$ cat config.mk
export PLATFORM = sky130hd
export DESIGN_NAME = fetch_stage
export DESIGN_NICKNAME = d
export VERILOG_FILES = /design/src/rtl/fetch_stage.sv
export SDC_FILE = /design/constraint.sdc
export NUM_CORES = 1
export LEC_CHECK = 0
export ABC_AREA = 1
export ABC_CLOCK_PERIOD_IN_PS = 1900
export BUFFER_PORTS_ARGS = -buffer_cell sky130_fd_sc_hd__buf_2
export CORE_AREA = 3 3 95 79
export CTS_BUF_LIST = sky130_fd_sc_hd__clkbuf_8 sky130_fd_sc_hd__clkbuf_16
export CTS_CLUSTER_DIAMETER = 50
export DETAILED_ROUTE_END_ITERATION = 10
export DIE_AREA = 0 0 98 82
export HOLD_SLACK_MARGIN = 0.15
export PLACE_DENSITY = 0.77
export RECOVER_POWER = 100
export SKIP_LAST_GASP = 1
export SYNTH_ARGS = -nofsm -noshare
export SYNTH_HDL_FRONTEND = slang
export SYNTH_SLANG_ARGS = --single-unit
$ cat constraint.sdc
create_clock -name clk -period 1.9 [get_ports clk]
set_clock_uncertainty 0.1 [all_clocks]
set_input_delay 0.095 -clock clk [delete_from_list [all_inputs] [get_ports clk]]
set_output_delay 0.095 -clock clk [all_outputs]
set_load 0.01 [all_outputs]
$ cat src/rtl/fetch_stage.sv
`default_nettype none
// ============================================================================
//  Module   : fetch_stage
//  Purpose  : Instruction-fetch stage of the 5-stage MIPS pipeline. Holds the
//             word-addressed PC and the IF/ID register. It handles hazard
//             stalls and ID-resolved branch/jump redirects by squashing the
//             wrong-path fetch. It also keeps a saturating retired-fetch
//             counter for debug.
//  Revision : 1.0 - initial release
// ============================================================================
module fetch_stage #(
  parameter int PC_WIDTH  = 7,
  parameter int RESET_PC  = 0,
  parameter int CNT_WIDTH = 16
) (
  input  logic                 clk,
  input  logic                 reset,
  input  logic                 stall,
  input  logic                 branch_taken,
  input  logic [15:0]          branch_offset,
  input  logic                 jump_valid,
  input  logic [25:0]          jump_index,
  input  logic [31:0]          instr_in,
  output logic [PC_WIDTH-1:0]  pc_out,
  output logic                 im_stall,
  output logic [31:0]          if_id_instr,
  output logic [PC_WIDTH-1:0]  if_id_pc_plus1,
  output logic                 if_id_valid,
  output logic [CNT_WIDTH-1:0] fetch_count
);

  localparam logic [PC_WIDTH-1:0]  c_reset_pc = RESET_PC[PC_WIDTH-1:0];
  localparam logic [CNT_WIDTH-1:0] c_cnt_max  = '1;

  logic [PC_WIDTH-1:0]  pc_q,    pc_d;
  logic [31:0]          instr_q, instr_d;
  logic [PC_WIDTH-1:0]  pcp1_q,  pcp1_d;
  logic                 valid_q, valid_d;
  logic [CNT_WIDTH-1:0] cnt_q,   cnt_d;

  logic                 w_redirect;
  logic [PC_WIDTH-1:0]  w_pc_plus1;
  logic [PC_WIDTH-1:0]  w_branch_target;
  logic [PC_WIDTH-1:0]  w_jump_target;
  logic                 w_unused;

  // Targets are truncated to the PC width so wrap-around is implicit.
  assign w_pc_plus1      = pc_q + 1'b1;
  assign w_branch_target = pcp1_q + branch_offset[PC_WIDTH-1:0];
  assign w_jump_target   = jump_index[PC_WIDTH-1:0];
  assign w_redirect      = (branch_taken | jump_valid) & ~stall;

  // The upper offset/index bits are architecturally ignored.
  assign w_unused = ^{branch_offset[15:PC_WIDTH], jump_index[25:PC_WIDTH]};

  // The memory turns the wrong-path word into a NOP while a redirect is taken.
  assign im_stall = w_redirect;

  // Next-state selection: stall holds, branch beats jump, otherwise fetch.
  always_comb begin
    pc_d    = pc_q;
    instr_d = instr_q;
    pcp1_d  = pcp1_q;
    valid_d = valid_q;
    cnt_d   = cnt_q;
    if (!stall) begin
      if (branch_taken) begin
        pc_d    = w_branch_target;
        instr_d = 32'd0;
        pcp1_d  = '0;
        valid_d = 1'b0;
      end else if (jump_valid) begin
        pc_d    = w_jump_target;
        instr_d = 32'd0;
        pcp1_d  = '0;
        valid_d = 1'b0;
      end else begin
        pc_d    = w_pc_plus1;
        instr_d = instr_in;
        pcp1_d  = w_pc_plus1;
        valid_d = 1'b1;
        if (cnt_q != c_cnt_max) begin
          cnt_d = cnt_q + 1'b1;
        end
      end
    end
  end

  // PC, IF/ID register and fetch counter; reset has top priority.
  always_ff @(posedge clk) begin
    if (reset) begin
      pc_q    <= c_reset_pc;
      instr_q <= 32'd0;
      pcp1_q  <= '0;
      valid_q <= 1'b0;
      cnt_q   <= '0;
    end else begin
      pc_q    <= pc_d;
      instr_q <= instr_d;
      pcp1_q  <= pcp1_d;
      valid_q <= valid_d;
      cnt_q   <= cnt_d;
    end
  end

  assign pc_out         = pc_q;
  assign if_id_instr    = instr_q;
  assign if_id_pc_plus1 = pcp1_q;
  assign if_id_valid    = valid_q;
  assign fetch_count    = cnt_q;

endmodule
`default_nettype wire

==> Word level (Yosys, flattened, before mapping) <==
Cells that the tools add are included.
{ "word_totals": {"register_bits": 63, "input_bits": 79, "output_inout_bits": 64, "word_cells": 23} }
{ "classes": {"n_addsub": 3, "eq_ne": 1, "n_mux": 8, "bitwise_logic": 5, "reduce_logical": 1} }
{ "ops": {"columns": ["cell", "count"], "rows": [
  ["$mux 32", 2],
  ["$mux 7", 4],
  ["$add 16x1->16 const B", 1],
  ["$ne 16x16->1 const B", 1],
  ["$add 7x1->7 const B", 1],
  ["$add 7x7->7", 1],
  ["$reduce_and 4->1", 1],
  ["$not 1->1", 3],
  ["$mux 1", 2],
  ["$and 1x1->1", 1],
  ["$or 1x1->1", 1]
]} }

==> Longest topological paths before layout <==
{ "logic_depth": {"depth_word": 3, "mapped_depth": 10} }

==> Least setup slack after synthesis <==
Ideal clock, no wire load.
{ "synth_timing": {"kind": "reg-to-reg", "startpoint": "register cnt_q[0], in the netlist fetch_count[0]", "endpoint": "register cnt_q[6], in the netlist fetch_count[6]", "setup_time_ps": 115, "t_arrival_ps": 1544, "required_ps": 1685, "path_slack_ps": 141, "stages_incl_launch_ff": 10, "n_path_buf": 1, "period_less_slack_ps": 1759, "path_cell_list": "dfxtp_1 -> ha_1 -> nand2_1 -> nor2_2 -> nand3_2 -> nand2_2 -> nand2_2 -> buf_4 -> a21oi_1 -> nor2_1"} }
{ "synth_via": {"elab_chain_len": 2, "elab_cells_between_ends": 3, "classes_between": "1 x add/sub; 1 x eq/ne; 1 x reduce/logical"} }
{ "synth_lines": {"columns": ["element", "line_no", "text"], "rows": [
  ["start: declaration", "39", "logic [CNT_WIDTH-1:0] cnt_q, cnt_d;"],
  ["start signal: assignment", "102", "cnt_q <= cnt_d;"],
  ["parallel branches: the longest is 2 deep, another holds $add 16x1->16", null, null]
]} }
Several ways; the timed one is not identified.
A chain may end at the register's enable or synchronous reset.

==> Final worst setup path <==
{ "layout_timing": {"startpoint": "input port instr_in[29]", "endpoint": "register instr_q[29], in the netlist if_id_instr[29]"} }
{ "layout_via": {"elab_chain_len": 2} }
{ "layout_lines": {"columns": ["element", "line_no", "text"], "rows": [
  ["start: declaration", "23", "input logic [31:0] instr_in,"],
  ["$mux 32", "72", "end else if (jump_valid) begin"],
  ["$mux 32", "67", "if (branch_taken) begin"],
  ["end signal: assignment", "99", "instr_q <= instr_d;"],
  ["end: declaration", "36", "logic [31:0] instr_q, instr_d;"]
]} }
Every way passes these cells.

==> summary.txt <==
Clock network
  – TritonCTS clock tree: built
  – Insertion delay of the later-clocked pin in the worst-skew pair: 0.34 ns
  – CTS max path bufs: 2
  – CTS sink cnt: 63
  – Num CTS Buffers: 9
  – CTS clk-pin slew, worst paths: 0.08 ns
  – CTS Root Cell: clkbuf_8
  – Post-CTS Setup Bufs: 0
  – CTS H-Tree Depth: 3

Setup path
  – Crit. Startpoint: instr_in[29]
  – RR Endpoint: pc_out[3]
  – CP Launch Type: input port
  – Worst Path Arrival: 1.98 ns
  – Most frequent cell on the critical path: dlygate4sd3_1
  – Setup CP Type: in2reg
  – Worst EP required: 2.02 ns
  – Critical R2R Launch: pc_out[2]
  – WP buf/inv: 4
  – Reg2reg path depth: 8
  – Critical path endpoint category: register
  – Crit path max-delay family: buffers and inverters
  – Crit-path max FO: 1
  – Critical Path Stages: 6
  – Crit path max-delay cell type: dlygate4sd3_1
  – Crit path to: if_id_instr[29]
  – Worst-path cell chain: dlygate4sd3_1 -> buf_2 -> nand2_1 -> dlygate4sd3_1 -> a21oi_1 -> dlygate4sd3_1
  – R2r setup slk: 0.08 ns
  – Crit path largest cell delay: 0.58 ns

Timing
  – RSZ-0062 raised after global routing: false
  – Period utilization: 98.1%
  – Final worst setup slack: 0.0369 ns
  – Fin. max-slew vios: 0
  – Worst slew pin tran: 0.424 ns
  – Hold slack: 0.157 ns
  – # setup viols final: 0
  – Fmax: 537 MHz
  – Relative slew margins: 71.6%
  – Final hold viol count: 0
  – Final setup TNS: 0 ns
  – Final Critical Period: 1.86 ns

Floorplan
  – Cell Rows: 27
  – Die H: 82 um
  – Die area: 8040 um2
  – Core ar.: 6720 um2
  – Initial Utilization: 45.4%
  – Die Wd: 98 um
  – Top-level port count: 143

Place
  – Port Buffers: 114
  – Cell Area, Placed: 3710 um2
  – Detailed placer's ending HPWL: 6020 um
  – RD Place Congestion: 0.898
  – Dpl ws: 0.145 ns

Synthesis
  – Flops & latches, synth: 63
  – Sequential share of the synthesized area: 41.3%
  – Nets in the synthesized netlist: 539
  – Post-Synthesis Cells: 451
  – Syn avg cell area: 6.76 um2
  – Mapped cell area: 3050 um2
  – Syn. warnings: 0
  – Cell variety after synth: 26

Routing
  – Routed WL: 9860 um
  – DR pass1 iterations: 5
  – WL/cell: 13.6 um
  – Post-route ant nets: 0
  – DR DRC count: 0
  – 1st-iter DRT viols: 128
  – DR vias: 3671
  – Vias per cell: 5.05

GRT
  – Largest net degree at the start of global routing: 39
  – Vias in the first global route: 3547
  – First-pass GRT wire length: 16100 um
  – Initial antenna violation count: 0
  – Remaining global-route overflow: 0
  – GRT Util Overall: 24.6%

Hold path
  – Hold_sp: branch_offset[6]
  – Hold Crit Depth: 6
  – Worst hold path class: in2reg

Layout
  – Commonest cells after routing, fill and taps aside: 147 x nand2_1, 70 x dlygate4sd3_1, 64 x a21oi_1, 64 x clkbuf_1, 63 x dfxtp_1
  – Fin area: 4560 um2
  – NumNets Final: 723
  – Share of cells above drive strength 1: 13.0%
  – Commonest non-fill, non-tap cell in the layout: nand2_1
  – Fin util: 67.8%
  – # diodes: 0
  – Syn-to-layout area delta: 49.4%

Pwr
  – Max VDD drop: 0.421 mV
  – Pwr Density: 693 nW/um2
  – LEAKAGE: 0.00190 uW

Run status
  – Outcome: finished clean

Job
  – Max cap viols: 0
==> worst register-to-register path, cell delays in order, from the launching register on <==
cell,delay (ns)
dfxtp_1,0.44
nand3_1,0.14
nand2_1,0.08
nand2_1,0.06
o21ai_0,0.13
dlygate4sd3_1,0.57
nand3_1,0.09
nand2_1,0.09
inv_1,0.04
==> state kept, by name, summed over array words and instances, names as in the netlist <==
register / count
if_id_instr: 32
pc_out: 7
if_id_pc_plus1: 7
fetch_count: 16
if_id_valid: 1
==> metal layers <==
metal	track usage, %	vias up	share of wire [%]
li1	-	1838	-
met1	28.1	1680	42
met2	45.1	126	50
met3	5.43	27	6.0
met4	9.96	0	2.6
met5	0	-	0
==> metrics by stage <==
| stage | cells | power, uW |
|---|---|---|
| after global routing | 727 | 3280 |
| after global placement | 641 | 1730 |
| final | 727 | 3160 |
| after detailed placement | 641 | 1740 |
| after CTS | 728 | 3170 |
| after floorplan | 451 | 1600 |
==> how the worst min path moves through the flow <==
| stage | slack (ns) | end |
|---|---|---|
| 4_1_cts | 0.15 | pc_out[6] |
| 3_5_place_dp | 0.25 | if_id_instr[12] |
| 5_1_grt | 0.18 | pc_out[4] |
| 3_3_place_gp | 0.24 | if_id_instr[30] |
| 2_1_floorplan | 0.14 | if_id_instr[0] |
| 6_report | 0.16 | pc_out[6] |
==> what timing repair did <==
| item | in CTS | in global routing |
|---|---|---|
| hold endpoints to repair | 63 | 0 |
| endpoints found under the setup margin | 0 | 5 |
| resized for setup | 0 | 1 |
| hold buffers | 71 | 0 |
==> kinds of logic after synthesis <==
group                    synth area share, %
adder cells (fa/ha/maj)                 3.94
AND/OR/NAND/NOR                         33.1
buffers and inverters                   6.19
flip-flops                              41.3
XOR/XNOR                               0.862
AO/OA/AOI/OAI                           14.6
==> layout make-up <==
class	instances	area, um2
Sequential cell	63	1260
Timing Repair Buffer	194	1260
Clock inverter	7	104
Tap cell	87	109
Inverter	25	93.8
Fill cell	593	2160
Multi-Input combinational cell	342	1600
Clock buffer	9	124
==> cell usage after synthesis, drive strengths merged <==
master	number	area share, %
nor3	1	0.53
a21boi	1	0.25
inv	24	3.0
or2	2	0.41
nand4	4	0.82
nor2	48	6.1
fa	1	0.66
buf	6	1.3
clkbuf	15	1.8
o21ai	15	2.5
nand2	149	18
a21o	2	0.49
xnor2	3	0.86
dfxtp	63	41
a31oi	2	0.41
o21bai	2	0.49
a21oi	64	11
ha	8	3.3
nand3	40	6.7
clkinv	1	0.12
==> power breakdown <==
part | switching (uW) | total (uW) | internal [uW]
Clock | 595 | 1350 | 757
Sequential | 29.8 | 1380 | 1350
Combinational | 224 | 423 | 199
Total | 849 | 3160 | 2310
Note: power is estimated with default switching activity, not from simulation.
